[config.mk]
export PLATFORM = sky130hd
export DESIGN_NAME = hazard_stall_unit
export DESIGN_NICKNAME = d
export VERILOG_FILES = /design/src/rtl/hazard_stall_unit_pkg.sv /design/src/rtl/hazard_match.sv /design/src/rtl/hazard_stall_unit.sv
export SDC_FILE = /design/constraint.sdc
export NUM_CORES = 1
export LEC_CHECK = 0
export BUFFER_PORTS_ARGS = -buffer_cell sky130_fd_sc_hd__buf_2
export CAP_MARGIN = 20
export CORE_MARGIN = 2
export CORE_UTILIZATION = 45
export DETAILED_ROUTE_END_ITERATION = 10
export PLACE_DENSITY = 0.71
export SETUP_SLACK_MARGIN = 0.2
export SKIP_CTS_REPAIR_TIMING = 1
export SYNTH_ARGS = -nofsm -noshare
export SYNTH_HDL_FRONTEND = slang
export SYNTH_SLANG_ARGS = --single-unit
[constraint.sdc]
create_clock -name clk -period 3.4 [get_ports clk]
set_input_delay 0.17 -clock clk [delete_from_list [all_inputs] [get_ports clk]]
set_output_delay 0.17 -clock clk [all_outputs]
set_load 0.05 [all_outputs]
[src/rtl/hazard_stall_unit_pkg.sv]
// Shared pipeline constants for the hazard/stall control slice.
// State encoding, counter width and the hard-wired zero register index.
package hazard_stall_unit_pkg;

  localparam int CNT_W = 16;
  localparam int REG_W = 5;
  localparam logic [REG_W-1:0] REG_ZERO = 5'd0;

  typedef enum logic [1:0] {
    IDLE   = 2'd0,
    HOLD   = 2'd1,
    FREEZE = 2'd2
  } state_t;

  function automatic logic [CNT_W-1:0] sat_inc(input logic [CNT_W-1:0] v);
    return (&v) ? v : v + CNT_W'(1);
  endfunction

endpackage

[src/rtl/hazard_match.sv]
// Combinational source-register comparisons feeding the stall FSM.
// Purely combinational; no state and no flow control of its own.
module hazard_match
  import hazard_stall_unit_pkg::*;
(
  input  logic             IFID_isBranch,
  input  logic [REG_W-1:0] IFID_regRs,
  input  logic [REG_W-1:0] IFID_regRt,
  input  logic             IFID_usesRt,
  input  logic             IDEX_memRead,
  input  logic [REG_W-1:0] IDEX_regRt,
  input  logic             IDEX_regWrite,
  input  logic [REG_W-1:0] IDEX_regRd,
  input  logic             EXMEM_memRead,
  input  logic [REG_W-1:0] EXMEM_regRd,
  output logic             load_use,
  output logic             branch_alu,
  output logic             branch_load,
  output logic             branch_mem_load
);

  // Register 0 never creates a dependency; Rt only counts when it is read.
  function automatic logic src_match(input logic [REG_W-1:0] r);
    return (r != REG_ZERO) &&
           ((r == IFID_regRs) || (IFID_usesRt && (r == IFID_regRt)));
  endfunction

  always_comb begin
    load_use        = IDEX_memRead && src_match(IDEX_regRt);
    branch_alu      = IFID_isBranch && IDEX_regWrite && !IDEX_memRead &&
                      src_match(IDEX_regRd);
    branch_load     = IFID_isBranch && IDEX_memRead && src_match(IDEX_regRt);
    branch_mem_load = IFID_isBranch && EXMEM_memRead && src_match(EXMEM_regRd);
  end

endmodule

[src/rtl/hazard_stall_unit.sv]
// Pipeline stall/flush controller: stalls same-cycle on hazards, HOLDs one extra
// cycle for branch-after-load, and FREEZEs the front end while memory is busy.
module hazard_stall_unit
  import hazard_stall_unit_pkg::*;
(
  input  logic             clk,
  input  logic             rst_n,
  input  logic [REG_W-1:0] IFID_regRs,
  input  logic [REG_W-1:0] IFID_regRt,
  input  logic             IFID_usesRt,
  input  logic             IFID_isBranch,
  input  logic             branch_taken,
  input  logic             IDEX_memRead,
  input  logic [REG_W-1:0] IDEX_regRt,
  input  logic             IDEX_regWrite,
  input  logic [REG_W-1:0] IDEX_regRd,
  input  logic             EXMEM_memRead,
  input  logic [REG_W-1:0] EXMEM_regRd,
  input  logic             mem_busy,
  output logic             PC_write,
  output logic             IFID_write,
  output logic             IDEX_bubble,
  output logic             IFID_flush,
  output logic [CNT_W-1:0] stall_cycles,
  output logic [CNT_W-1:0] flush_count
);

  state_t     state_q;
  state_t     saved_q;
  state_t     eff_state;
  logic [1:0] remaining_q;
  logic       load_use, branch_alu, branch_load, branch_mem_load;
  logic       haz_any;
  logic       stall;

  hazard_match u_match (
    .IFID_isBranch   (IFID_isBranch),
    .IFID_regRs      (IFID_regRs),
    .IFID_regRt      (IFID_regRt),
    .IFID_usesRt     (IFID_usesRt),
    .IDEX_memRead    (IDEX_memRead),
    .IDEX_regRt      (IDEX_regRt),
    .IDEX_regWrite   (IDEX_regWrite),
    .IDEX_regRd      (IDEX_regRd),
    .EXMEM_memRead   (EXMEM_memRead),
    .EXMEM_regRd     (EXMEM_regRd),
    .load_use        (load_use),
    .branch_alu      (branch_alu),
    .branch_load     (branch_load),
    .branch_mem_load (branch_mem_load)
  );

  assign haz_any = load_use | branch_alu | branch_load | branch_mem_load;

  // On the cycle memory releases, behave as the saved state so no cycle is lost.
  assign eff_state = (state_q == FREEZE) ? saved_q : state_q;

  always_comb begin
    stall = 1'b0;
    case (eff_state)
      IDLE:    stall = haz_any;
      HOLD:    stall = 1'b1;
      default: stall = 1'b0;
    endcase
  end

  always_comb begin
    PC_write    = 1'b1;
    IFID_write  = 1'b1;
    IDEX_bubble = 1'b0;
    IFID_flush  = 1'b0;
    if (!rst_n) begin
      PC_write   = 1'b1;
    end else if (mem_busy) begin
      PC_write   = 1'b0;
      IFID_write = 1'b0;
    end else if (stall) begin
      PC_write    = 1'b0;
      IFID_write  = 1'b0;
      IDEX_bubble = 1'b1;
    end else begin
      IFID_flush = branch_taken & IFID_isBranch;
    end
  end

  always_ff @(posedge clk) begin
    if (!rst_n) begin
      state_q      <= IDLE;
      saved_q      <= IDLE;
      remaining_q  <= 2'd0;
      stall_cycles <= '0;
      flush_count  <= '0;
    end else begin
      if (IDEX_bubble) stall_cycles <= sat_inc(stall_cycles);
      if (IFID_flush)  flush_count  <= sat_inc(flush_count);

      if (mem_busy) begin
        state_q <= FREEZE;
        if (state_q != FREEZE) saved_q <= state_q;
      end else begin
        if (state_q == FREEZE) saved_q <= IDLE;
        case (eff_state)
          IDLE: begin
            if (branch_load) begin
              state_q     <= HOLD;
              remaining_q <= 2'd1;
            end else begin
              state_q <= IDLE;
            end
          end
          HOLD: begin
            if (remaining_q > 2'd1) begin
              state_q     <= HOLD;
              remaining_q <= remaining_q - 2'd1;
            end else begin
              state_q     <= IDLE;
              remaining_q <= 2'd0;
            end
          end
          default: begin
            state_q     <= IDLE;
            remaining_q <= 2'd0;
          end
        endcase
      end
    end
  end

endmodule

; Word-level counts from Yosys, hierarchy flattened
; Cells that the tools add are included.
[totals]
regBits = 38
inputBits = 34
out_inout_bits = 36
wordCells = 80
[op_classes]
addsub = 3
n_lt_le_gt_ge = 1
eq_ne = 11
n_mux = 21
n_bitwise = 8
n_reduce_logical = 30
[ops]
columns = op, n
row1 = $add 16x1->16 const B, 2
row2 = $reduce_and 16->1, 2
row3 = $eq 5x5->1, 6
row4 = $reduce_bool 5->1, 3
row5 = $logic_and 1x1->1, 14
row6 = $mux 2, 7
row7 = $mux 1, 11
row8 = $pmux 2 s2, 2
row9 = $reduce_and 2->1, 4
row10 = $ne 2x2->1 const B, 2
row11 = $not 1->1, 4
row12 = $logic_or 1x1->1, 3
row13 = $or 1x1->1, 3
row14 = $eq 2x1->1 const B, 1
row15 = $eq 2x2->1 const B, 1
row16 = $gt 2x1->1 const B, 1
row17 = $logic_not 2->1, 1
row18 = $ne 2x1->1 const B, 1
row19 = $pmux 1 s2, 1
row20 = $reduce_bool 2->1, 1
row21 = $reduce_or 2->1, 1
row22 = $sub 2x1->2 const B, 1
row23 = $and 1x1->1, 1
row24 = $logic_not 1->1, 1

; Longest topological paths before layout
; Gate-level depths: netlist (run 1).
[depth]
word_depth = 13
depth_mapped = 9
ltp_nobuf = 7

; Cells and area by module
; A second synthesis (run 1) with hierarchy kept.
[unflattened]
cells_unflattened = 276
area_unflattened_um2 = 2280.9
[modules_own_cells]
columns = module, n_inst, cells_per_inst, area_each_um2, seq_area_each_um2
row1 = hazard_stall_unit, 1, 222, 1871.8, 760.7
row2 = hazard_match, 1, 54, 409.1, 0.0

; Least setup slack after synthesis (run 1)
; OpenSTA, ideal clock, no wires.
[synth_path]
path_kind = input port to output port
start = input EXMEM_regRd[0]
end = output PC_write
t_arrival_ns = 3.078
required_ns = 3.230
path_slack_ns = 0.152
cell_stages = 8
path_buffers = 3
cell_sequence = or4_1 > o211ai_2 > a2bb2oi_4 > a21oi_2 > buf_6 > clkbuf_1 > o21ai_0 > buf_4
[synth_between]
elab_chain_len = 10
word_cells_on_any_way = 12
cone_classes = 2 x eq/ne / 4 x mux / 1 x bitwise / 5 x reduce/logical
[synth_rtl]
columns = item, line_no
row1 = "start, declared", hazard_stall_unit.sv:18  ; input logic [REG_W-1:0] EXMEM_regRd,
row2 = $eq 5x5->1, hazard_match.sv:25  ; ((r == IFID_regRs) || (IFID_usesRt && (r == IFID_regRt)));
row3 = $logic_and 1x1->1, hazard_match.sv:25
row4 = $logic_or 1x1->1, hazard_match.sv:25
row5 = $logic_and 1x1->1 (*), hazard_match.sv:24  ; return (r != REG_ZERO) &&
row6 = $logic_and 1x1->1 (*), hazard_match.sv:33  ; branch_mem_load = IFID_isBranch && EXMEM_memRead && src_match(EXMEM_regRd);
row7 = $or 1x1->1 (*), hazard_stall_unit.sv:53  ; assign haz_any = load_use | branch_alu | branch_load | branch_mem_load;
row8 = $pmux 1 s2 (*), hazard_stall_unit.sv:60  ; case (eff_state)
row9 = $mux 1 (*) (3 in a row), --
row10 = "end, declared", hazard_stall_unit.sv:20  ; output logic PC_write,
; Mark *: on every way between the ends. The rest lies on a longest branch, timed or not.

; Final worst setup path (run 1)
[layout_path]
start = input IFID_regRt[2]
end = output IFID_write
[layout_between]
elab_chain_len = 12
word_cells_on_any_way = 23
cone_classes = 3 x eq/ne / 4 x mux / 3 x bitwise / 13 x reduce/logical
[layout_rtl]
columns = item, line_no
row1 = "start, declared", hazard_stall_unit.sv:9  ; input logic [REG_W-1:0] IFID_regRt,
row2 = $eq 5x5->1, hazard_match.sv:25
row3 = $logic_and 1x1->1, hazard_match.sv:25
row4 = $logic_or 1x1->1, hazard_match.sv:25
row5 = $logic_and 1x1->1, hazard_match.sv:24
row6 = $logic_and 1x1->1 (on tied branches), "hazard_match.sv:29, hazard_match.sv:30"
row7 = $or 1x1->1 (2 in a row), hazard_stall_unit.sv:53
row8 = $or 1x1->1 (*), hazard_stall_unit.sv:53
row9 = $pmux 1 s2 (*), hazard_stall_unit.sv:60
row10 = $mux 1 (*), hazard_stall_unit.sv:77  ; end else if (stall) begin
row11 = $mux 1 (*), hazard_stall_unit.sv:74  ; end else if (mem_busy) begin
row12 = $mux 1 (*), hazard_stall_unit.sv:72  ; if (!rst_n) begin
row13 = "end, declared", hazard_stall_unit.sv:21  ; output logic IFID_write,
; Marked as above.

==> flow_summary_export.csv, run 1 <==
group,metric,value,unit
synthesis,synth_seq_cells,38,
synthesis,synth_area,0.00237,mm^2
synthesis,ys.flop_type,"dfxtp_1",
routing,routed_wl,5640,um
timing,rsz0062_at_grt,"false",
die,ios,70,
min_path,worst_hold_path_type,"in -> reg",
synthesis,synth-xor-area-share,0.133,
placed_design,gp_congestion,0.879,
synthesis,syn-num-nets,322,
timing,post-route-min-period,2460,ps
timing,hold_ws,195,ps
synthesis,synthMuxAreaShare,0.0548,
clocking,cts.htree.levels,2,
routing,dr.pass1.iters,4,
power,vdd_ir_drop_max,0.217,mV
worst_setup_path,critPathRequiredTime,3230,ps
grt,grt_overflow,0,
cells_and_area,layout-drive-gt1-share,0.237,
worst_setup_path,crit_path_top_delay_cell,"a21oi_2",
worst_setup_path,cp-startpoint,"IFID_regRt[2]",
timing,slew_headroom,0.423,
synthesis,syn_area_per_cell,8.30,um^2
worst_setup_path,r2r-start,"flush_count[5]",
cells_and_area,syn_to_final_growth,21.1,%
routing,final_antenna_net_count,0,
routing,routedWlPerCell,13.3,um
clocking,clockBufferDepth,2,
grt,grt_start_max_net_pins,28,
synthesis,synth.distinct_cells,49,
synthesis,yosys.area_share.simple,0.271,
synthesis,synthAdderAreaFrac,0.0105,
placed_design,dp_hpwl,4260,um
die,dieWidth,76.6,um
die,rows,26,
synthesis,synth_compound_area_frac,0.180,
grt,antenna_found_initial,0,
grt,grt_usage,0.193,
clocking,root_buffer,"clkbuf_8",
timing,tns,0,ps
job,maxCapViolCount,0,
timing,max_freq,407,MHz
clocking,cts_tree,"built",
die,core,0.00511,mm^2
die,dieArea,0.00587,mm^2
die,initial_core_util,0.465,
synthesis,synth_edf_count,0,
min_path,hold_start,"rst_n",
worst_setup_path,cp_max_fo,22,
worst_setup_path,worstPathCellList,"buf_2 -> xor2_1 -> nor4_1 -> a32oi_1 -> a2bb2oi_4 -> a21oi_2 -> o21ai_1 -> buf_2",
timing,finalCritPeriodShare,0.723,
clocking,clkLatencyLatePin,290,ps
routing,route.detailed.drc,0,
placed_design,pre_cts_slack,960,ps
worst_setup_path,startpoint_type,"input port",
worst_setup_path,max_stage_delay,700,ps
die,die_y,76.6,um
worst_setup_path,worstSetupPathType,"in -> out",
routing,drt_iter0_drc,140,
worst_setup_path,endpoint_kind,"output port",
clocking,path_clk_slew,70,ps
clocking,cts_buffers,5,
worst_setup_path,critPathMostFrequentCell,"buf_2",
worst_setup_path,cp.arrival,2290,ps
status,outcome,"finished clean",
timing,slew_violations,0,
synthesis,seq_area_frac_synth,0.321,
grt,grt_pass1_vias,2092,
clocking,cts_sinks,38,
routing,via_per_inst,5.37,
timing,hold_viol,0,
timing,skew,9.98,ps
cells_and_area,num_antenna_cells,0,
synthesis,yosysWarningCount,0,
synthesis,synth_top_family_by_area,"simple AND/OR/NAND/NOR gates",
synthesis,async_flop_share,0,
power,p_leak,1.18,nW
grt,grt_pass1_wl,9400,um
power,p_per_area,329,mW/mm^2
timing,setup_viol,0,
routing,vias,2276,
placed_design,port_buffers,69,
timing,setup_ws,942,ps
cells_and_area,fin_nets,389,
timing,worstMarginPinSlew,865,ps
synthesis,syn_inst,286,
==> registers in the layout (all words and copies together), names as in the netlist <==
| register | cells |
|---|---|
| saved_q | 2 |
| remaining_q | 2 |
| stall_cycles | 16 |
| flush_count | 16 |
| state_q | 2 |
==> worst paths after layout <==
| kind | slack (ps) | depth (start not counted) | endpoint |
|---|---|---|---|
| max | 940 | 8 | IFID_write |
| min | 190 | 2 | remaining_q[1] |
| max reg2reg | 1070 | 7 | flush_count[12] |
| min reg2reg | 450 | 1 | remaining_q[1] |
==> synthesized netlist by cell type, types with 3 or more instances <==
master | instances | area [um^2]
inv_1 | 5 | 18.8
a211oi_1 | 3 | 22.5
o31ai_1 | 6 | 45.0
clkbuf_1 | 7 | 26.3
nand2_1 | 31 | 116
o21ai_0 | 8 | 40.0
nor4_1 | 4 | 25.0
a21oi_1 | 14 | 70.1
nor3_1 | 5 | 25.0
mux2i_1 | 13 | 130
or4_1 | 8 | 60.1
and2_1 | 4 | 25.0
and3_1 | 9 | 56.3
xnor2_1 | 27 | 236
a2111oi_0 | 3 | 26.3
nor2_1 | 21 | 78.8
nand3_1 | 11 | 55.1
nand4_1 | 9 | 56.3
dfxtp_1 | 38 | 761
nand2b_1 | 11 | 68.8
o21a_1 | 5 | 37.5
xor2_1 | 9 | 78.8
or3_1 | 3 | 18.8
==> through the flow <==
stage               cell area, um^2  std cells  utilization  power [mW]
finish                         2880        424        0.563       0.946
floorplan                      2370        286            -       0.535
CTS                            2880        424        0.563       0.955
global placement               2770        416        0.542       0.582
detailed placement             2770        416        0.542       0.582
global route                   2880        424        0.563       0.986
==> final cells by class <==
class	count	area (um^2)
tap	70	87.6
timing repair buffer	71	360
multi-input combinational	232	1540
clock inverter	1	30.0
fill	492	2230
inverter	5	18.8
clock buffer	7	76.3
sequential	38	761
==> power breakdown <==
part / total [mW] / leakage, nW / switching, mW / internal, mW
registers: 0.449 / 0.306 / 0.00223 / 0.446
logic: 0.124 / 0.825 / 0.0724 / 0.0514
clock network: 0.374 / 0.0524 / 0.154 / 0.220
==> per-layer routing <==
layer / global-route usage / routed length (um) / vias to the layer above
li1: - / - / 1178
met1: 0.252 / 2720 / 1038
met2: 0.315 / 2550 / 53
met3: 0.0427 / 287 / 7
met4: 0.0655 / 78 / 0
met5: 0 / 0 / -
==> cell families (layout without fill, tap and decap cells) <==
| group | Yosys count | in the layout |
|---|---|---|
| xor+xnor | 36 | 36 |
| flops | 38 | 38 |
| mux | 13 | 13 |
| buf+inv | 16 | 84 |
| fa+ha+maj | 2 | 2 |
| compound gates | 58 | 58 |
| simple gates | 123 | 123 |
==> worst max-delay path: cells and delay by family <==
kind	cells	cell delay, ps
AOI/OAI and AO/OA	4	1290
xor gates and xnor gates	1	160
and+or+nand+nor	1	280
buffers and inverters	2	380
==> placed cells by master (no fill, tap or decap), types with 3 or more instances in the layout <==
master | Yosys | final
nand4_1 | 9 | 9
o21a_1 | 5 | 5
xor2_1 | 9 | 9
nor4_1 | 4 | 4
nor2_1 | 21 | 21
nand2_1 | 31 | 31
and2_1 | 4 | 4
o31ai_1 | 6 | 6
or3_1 | 3 | 3
xnor2_1 | 27 | 27
a211oi_1 | 3 | 3
buf_2 | 0 | 69
and3_1 | 9 | 9
nor3_1 | 5 | 5
clkbuf_8 | 0 | 5
nand3_1 | 11 | 11
a2111oi_0 | 3 | 3
mux2i_1 | 13 | 13
o21ai_0 | 8 | 7
or4_1 | 8 | 8
a21oi_1 | 14 | 14
dfxtp_1 | 38 | 38
inv_1 | 5 | 5
nand2b_1 | 11 | 11
Power figures use the tool's default switching activity.
==> run 2, diff against run 1 <==
- clock period: 3.4 -> 2.4 ns (I/O delays scaled with it)
==> run 2 against run 1 <==
Effect of this change:
- first-iteration DRC count shrank 16%
- setup slack got worse by 600 ps
- combinational power grew 48%
- final cell count up 1.7%
- die area unchanged
- design area rose by 3.0%
- global-route usage grew 0.12 points
- power grew 36%
- register-to-register slack got worse by 730 ps
- sequential cell count stayed put
- critical path type is now reg -> reg
==> flow_summary_export.csv, run 2 (synthesized netlist as in run 1, its figures left out) <==
group,metric,value,unit
status,outcome,"finished clean",
grt,grt_pass1_wl,9420,um
worst_setup_path,cp.arrival,2290,ps
worst_setup_path,reg2regPathDepth,9,
power,p_switching,342,uW
routing,routedWlPerCell,12.9,um
worst_setup_path,reg2reg_to,"stall_cycles[8]",
routing,dr.pass1.iters,4,
job,maxCapViolCount,0,
die,rows,26,
worst_setup_path,crit_path_top_delay_cell,"a211oi_1",
timing,tns,0,ps
min_path,hold_depth,3,
worst_setup_path,critPathTopFamily,"simple AND/OR/NAND/NOR gates",
clocking,root_buffer,"clkbuf_8",
clocking,clkLatencyLatePin,290,ps
routing,drt_iter0_drc,117,
cells_and_area,layout_common_cells,"buf_2, nand2_1, dfxtp_1",
power,vdd_ir_drop_max,0.347,mV
timing,post-route-min-period,2060,ps
worst_setup_path,worstSetupPathType,"reg -> reg",
worst_setup_path,r2r-start,"stall_cycles[4]",
cells_and_area,layout-drive-gt1-share,0.302,
power,p_per_area,433,mW/mm^2
grt,grt_start_max_net_pins,28,
grt,grt_pass1_vias,2075,
routing,route.detailed.drc,0,
grt,grt_usage,0.194,
min_path,whs_endpoint,"state_q[0]",
grt,antenna_found_initial,0,
routing,routed_wl,5580,um
cells_and_area,stdcell_area,0.00296,mm^2
worst_setup_path,max_stage_delay,350,ps
cells_and_area,syn_to_final_growth,24.8,%
power,seqPwrFrac,0.495,
cells_and_area,n_fill_cell,472,
clocking,cts.htree.levels,2,
clocking,cts_tree,"built",
worst_setup_path,startpoint_type,"flip-flop",
worst_setup_path,path_buf_inv,2,
power,combPwrFrac,0.143,
die,dieWidth,76.6,um
grt,grt_overflow,0,
die,initial_core_util,0.465,
die,core,0.00511,mm^2
timing,slew_headroom,0.607,
clocking,clockBufferDepth,2,
min_path,worst_hold_path_type,"in -> reg",
die,ios,70,
cells_and_area,final_common_cell,"buf_2",
worst_setup_path,critPathMostFrequentCell,"and3_1",
timing,finalCritPeriodShare,0.858,
power,p_leak,1.22,nW
clocking,cts_buffers,5,
power,swShare,0.267,
placed_design,port_buffers,69,
die,die_y,76.6,um
timing,slew_violations,0,
timing,setup_viol,0,
timing,hold_viol,0,
cells_and_area,top_regs,"flush_count x16, stall_cycles x16",
worst_setup_path,worstPathCellList,"and3_1 -> and3_1 -> nand2_1 -> o31ai_1 -> buf_4 -> a211oi_1 -> buf_4 -> and3_1 -> mux2i_1",
placed_design,gp_congestion,0.911,
clocking,path_clk_slew,80,ps
routing,vias,2320,
timing,worstMarginPinSlew,575,ps
timing,hold_ws,137,ps
worst_setup_path,rrSetupSlack,340,ps
placed_design,placedInstanceArea,0.00285,mm^2
placed_design,dp.cells,423,
worst_setup_path,critPathRequiredTime,2630,ps
timing,rsz0062_at_grt,"false",
cells_and_area,num_antenna_cells,0,
min_path,hold_start,"mem_busy",
timing,skew,6.08,ps
power,intPower,941,uW
placed_design,dp_hpwl,4220,um
die,dieArea,0.00587,mm^2
clocking,cts_sinks,38,
worst_setup_path,endpoint_kind,"flip-flop",
worst_setup_path,cp_max_fo,5,
routing,final_antenna_net_count,0,
cells_and_area,fin_nets,396,
timing,max_freq,486,MHz
power,power_frac_clock,0.363,
cells_and_area,final-instance-count-excl-fill,431,
routing,via_per_inst,5.38,
[run 2: worst max-delay path by stage]
| stage | start | endpoint | slack [ps] | cells after the start |
|---|---|---|---|---|
| 4_1_cts | state_q[0] | stall_cycles[11] | 160 | 7 |
| 2_1_floorplan | EXMEM_regRd[0] | PC_write | 130 | 8 |
| 3_5_place_dp | IFID_regRt[2] | stall_cycles[7] | 50 | 9 |
| 3_3_place_gp | IFID_regRt[2] | stall_cycles[7] | 120 | 9 |
| 6_report | stall_cycles[4] | stall_cycles[8] | 340 | 9 |
| 5_1_grt | state_q[1] | IFID_flush | 230 | 6 |
[run 2: worst min-delay path: cells and delay by family]
family | cells | cell delay [ps]
AOI/OAI and AO/OA | 1 | 90
and+or+nand+nor | 1 | 60
buffers and inverters | 1 | 110
[run 2: per-layer routing]
layer,routed length [um],vias to the layer above,GRT usage
met5,0,-,0
met2,2550,71,0.318
met3,321,4,0.0403
met4,53,0,0.0655
met1,2650,1052,0.255
li1,-,1193,-
[run 2: layout make-up]
cell class	instances	area (um^2)	area share
Multi-Input combinational cell	232	1580	0.532
Sequential cell	38	773	0.261
Timing Repair Buffer	78	413	0.139
Tap cell	70	87.6	0.0296
Clock buffer	6	82.6	0.0279
Inverter	5	18.8	0.00633
Clock inverter	2	12.5	0.00422
[run 2: per-stage QoR]
stage | util | power (mW) | worst slack (ps)
6_report | 0.580 | 1.28 | 341
5_1_grt | 0.580 | 1.34 | 225
4_1_cts | 0.576 | 1.29 | 158
3_5_place_dp | 0.558 | 0.832 | 47.6
3_3_place_gp | 0.558 | 0.831 | 123
2_1_floorplan | - | 0.761 | 126
[run 2: power by group through the flow]
| stage | combinational [mW] | sequential [mW] | clock [mW] |
|---|---|---|---|
| after detailed placement | 0.182 | 0.650 | 0 |
| final | 0.183 | 0.635 | 0.466 |
| after CTS | 0.183 | 0.635 | 0.475 |
| after floorplan | 0.108 | 0.652 | 0 |
| after global routing | 0.200 | 0.635 | 0.507 |
| after global placement | 0.181 | 0.649 | 0 |
==> run 3, diff against run 2 <==
--- a/constraint.sdc
+++ b/constraint.sdc
@@ -3,2 +3,2 @@
 set_output_delay 0.12 -clock clk [all_outputs]
-set_load 0.05 [all_outputs]
+set_load 0.01 [all_outputs]
==> run 3 against run 2 <==
Effect of this change:
- setup slack lost 210 ps
- core utilization decreased by 0.78 points
- clock power down 2%
- design area is 1.4% lower
- combinational power shrank 8%
- critical path depth shrank 2
- global-route usage rose by 0.95 points
- sequential share of layout area down 0.071 points
- clock skew down 1.1 ps
- via count increased by 0.47%
==> flow_summary_export.csv, run 3 (synthesized netlist as in run 1, its figures left out) <==
group,metric,value,unit
worst_setup_path,worstPathCellList,"o21a_1 -> nor3_1 -> o31ai_1 -> buf_4 -> a211oi_1 -> and3_1 -> mux2i_1",
die,rows,26,
job,maxCapViolCount,0,
die,ios,70,
routing,final_antenna_net_count,0,
worst_setup_path,worstSetupPathType,"reg -> reg",
timing,worstMarginPinSlew,689,ps
routing,route.detailed.drc,0,
worst_setup_path,r2r-start,"state_q[0]",
clocking,cts_sinks,38,
min_path,worst_hold_path_type,"in -> reg",
worst_setup_path,startpoint_type,"flip-flop",
worst_setup_path,endpoint,"stall_cycles[8]",
grt,antenna_found_initial,0,
timing,setup_ws,126,ps
worst_setup_path,max_stage_delay,590,ps
die,dieArea,0.00587,mm^2
placed_design,port_buffers,69,
placed_design,gp_congestion,0.857,
grt,grt_pass1_vias,2112,
grt,grt_usage,0.204,
worst_setup_path,critPathTopFamily,"compound AO/OA/AOI/OAI gates",
cells_and_area,fin_nets,393,
grt,grt_start_max_net_pins,23,
placed_design,dp.cells,420,
cells_and_area,final_common_cell,"buf_2",
power,p_per_area,431,mW/mm^2
worst_setup_path,reg2reg_to,"stall_cycles[8]",
timing,hold_viol,0,
status,outcome,"finished clean",
power,p_leak,1.22,nW
worst_setup_path,crit_path_top_delay_cell,"a211oi_1",
clocking,clkLatencyLatePin,290,ps
routing,via_per_inst,5.45,
timing,slew_violations,0,
worst_setup_path,cp.arrival,2500,ps
grt,grt_pass1_wl,9860,um
placed_design,dp_hpwl,4410,um
cells_and_area,final-instance-count-excl-fill,428,
routing,vias,2331,
worst_setup_path,cp_max_fo,7,
worst_setup_path,cp.depth,7,
cells_and_area,syn_to_final_growth,23.1,%
placed_design,pre_cts_slack,68.7,ps
routing,drt_iter0_drc,136,
worst_setup_path,path_buf_inv,1,
worst_setup_path,rrSetupSlack,130,ps
die,dieWidth,76.6,um
timing,skew,4.97,ps
routing,routedWlPerCell,13.6,um
clocking,clockBufferDepth,2,
die,die_y,76.6,um
worst_setup_path,critPathRequiredTime,2630,ps
cells_and_area,layout_common_cells,"buf_2, dfxtp_1, nand2_1",
timing,hold_ws,152,ps
clocking,cts_tree,"built",
clocking,cts.htree.levels,2,
timing,finalCritPeriodShare,0.947,
timing,setup_viol,0,
routing,routed_wl,5810,um
clocking,root_buffer,"clkbuf_8",
power,vdd_ir_drop_max,0.338,mV
worst_setup_path,cp-startpoint,"state_q[0]",
die,initial_core_util,0.465,
routing,dr.pass1.iters,4,
worst_setup_path,endpoint_kind,"flip-flop",
timing,rsz0062_at_grt,"true",
timing,max_freq,440,MHz
worst_setup_path,reg2regPathDepth,7,
die,core,0.00511,mm^2
cells_and_area,num_antenna_cells,0,
grt,grt_overflow,0,
clocking,path_clk_slew,70,ps
timing,post-route-min-period,2270,ps
cells_and_area,top_regs,"flush_count x16, stall_cycles x16",
clocking,cts_buffers,5,
cells_and_area,layout-drive-gt1-share,0.257,
timing,slew_headroom,0.538,
-- run 3: report_power, final --
part / internal, mW / switching, mW / total (mW)
Combinational: 0.0753 / 0.0925 / 0.168
Clock: 0.232 / 0.225 / 0.457
Sequential: 0.632 / 0.00308 / 0.635
Total: 0.939 / 0.320 / 1.26
-- run 3: per-layer routing --
metal,routed length [um],vias to the layer above,global-route usage
li1,-,1188,-
met1,2730,1093,0.267
met2,2740,44,0.338
met3,259,6,0.0415
met4,70,0,0.0600
met5,0,-,0
-- run 3: worst reg2reg max path: cells and delay by family (launching register included) --
family	cells	cell delay, ps
buffers and inverters	1	170
multiplexers	1	170
flip-flops	1	360
AND/OR/NAND/NOR	2	570
AO/OA/AOI/OAI	3	950
-- run 3: worst min path at each step --
stage              startpoint  cells after the start         endpoint  slack (ps)
2_1_floorplan           rst_n                      2  flush_count[10]         270
3_3_place_gp   remaining_q[1]                      1   remaining_q[1]         440
3_5_place_dp   remaining_q[1]                      1   remaining_q[1]         440
4_1_cts                 rst_n                      3   flush_count[6]         150
5_1_grt                 rst_n                      3   flush_count[6]         170
6_report                rst_n                      3   flush_count[6]         150
-- run 3: metrics by stage --
| stage | power (mW) | cell area, um^2 | setup TNS [ps] | util |
|---|---|---|---|---|
| floorplan | 0.746 | 2370 | 0 | - |
| global placement | 0.814 | 2800 | 0 | 0.548 |
| detailed placement | 0.817 | 2800 | 0 | 0.548 |
| CTS | 1.27 | 2890 | 0 | 0.566 |
| global route | 1.31 | 2920 | -93.3 | 0.572 |
| finish | 1.26 | 2920 | 0 | 0.572 |
-- run 3: cell type report --
type	instances	area, um^2
inverter	5	18.8
sequential	38	761
clock buffer	7	86.3
fill	483	2180
timing repair buffer	75	390
clock inverter	1	5.00
tap	70	87.6
multi-input combinational	232	1570
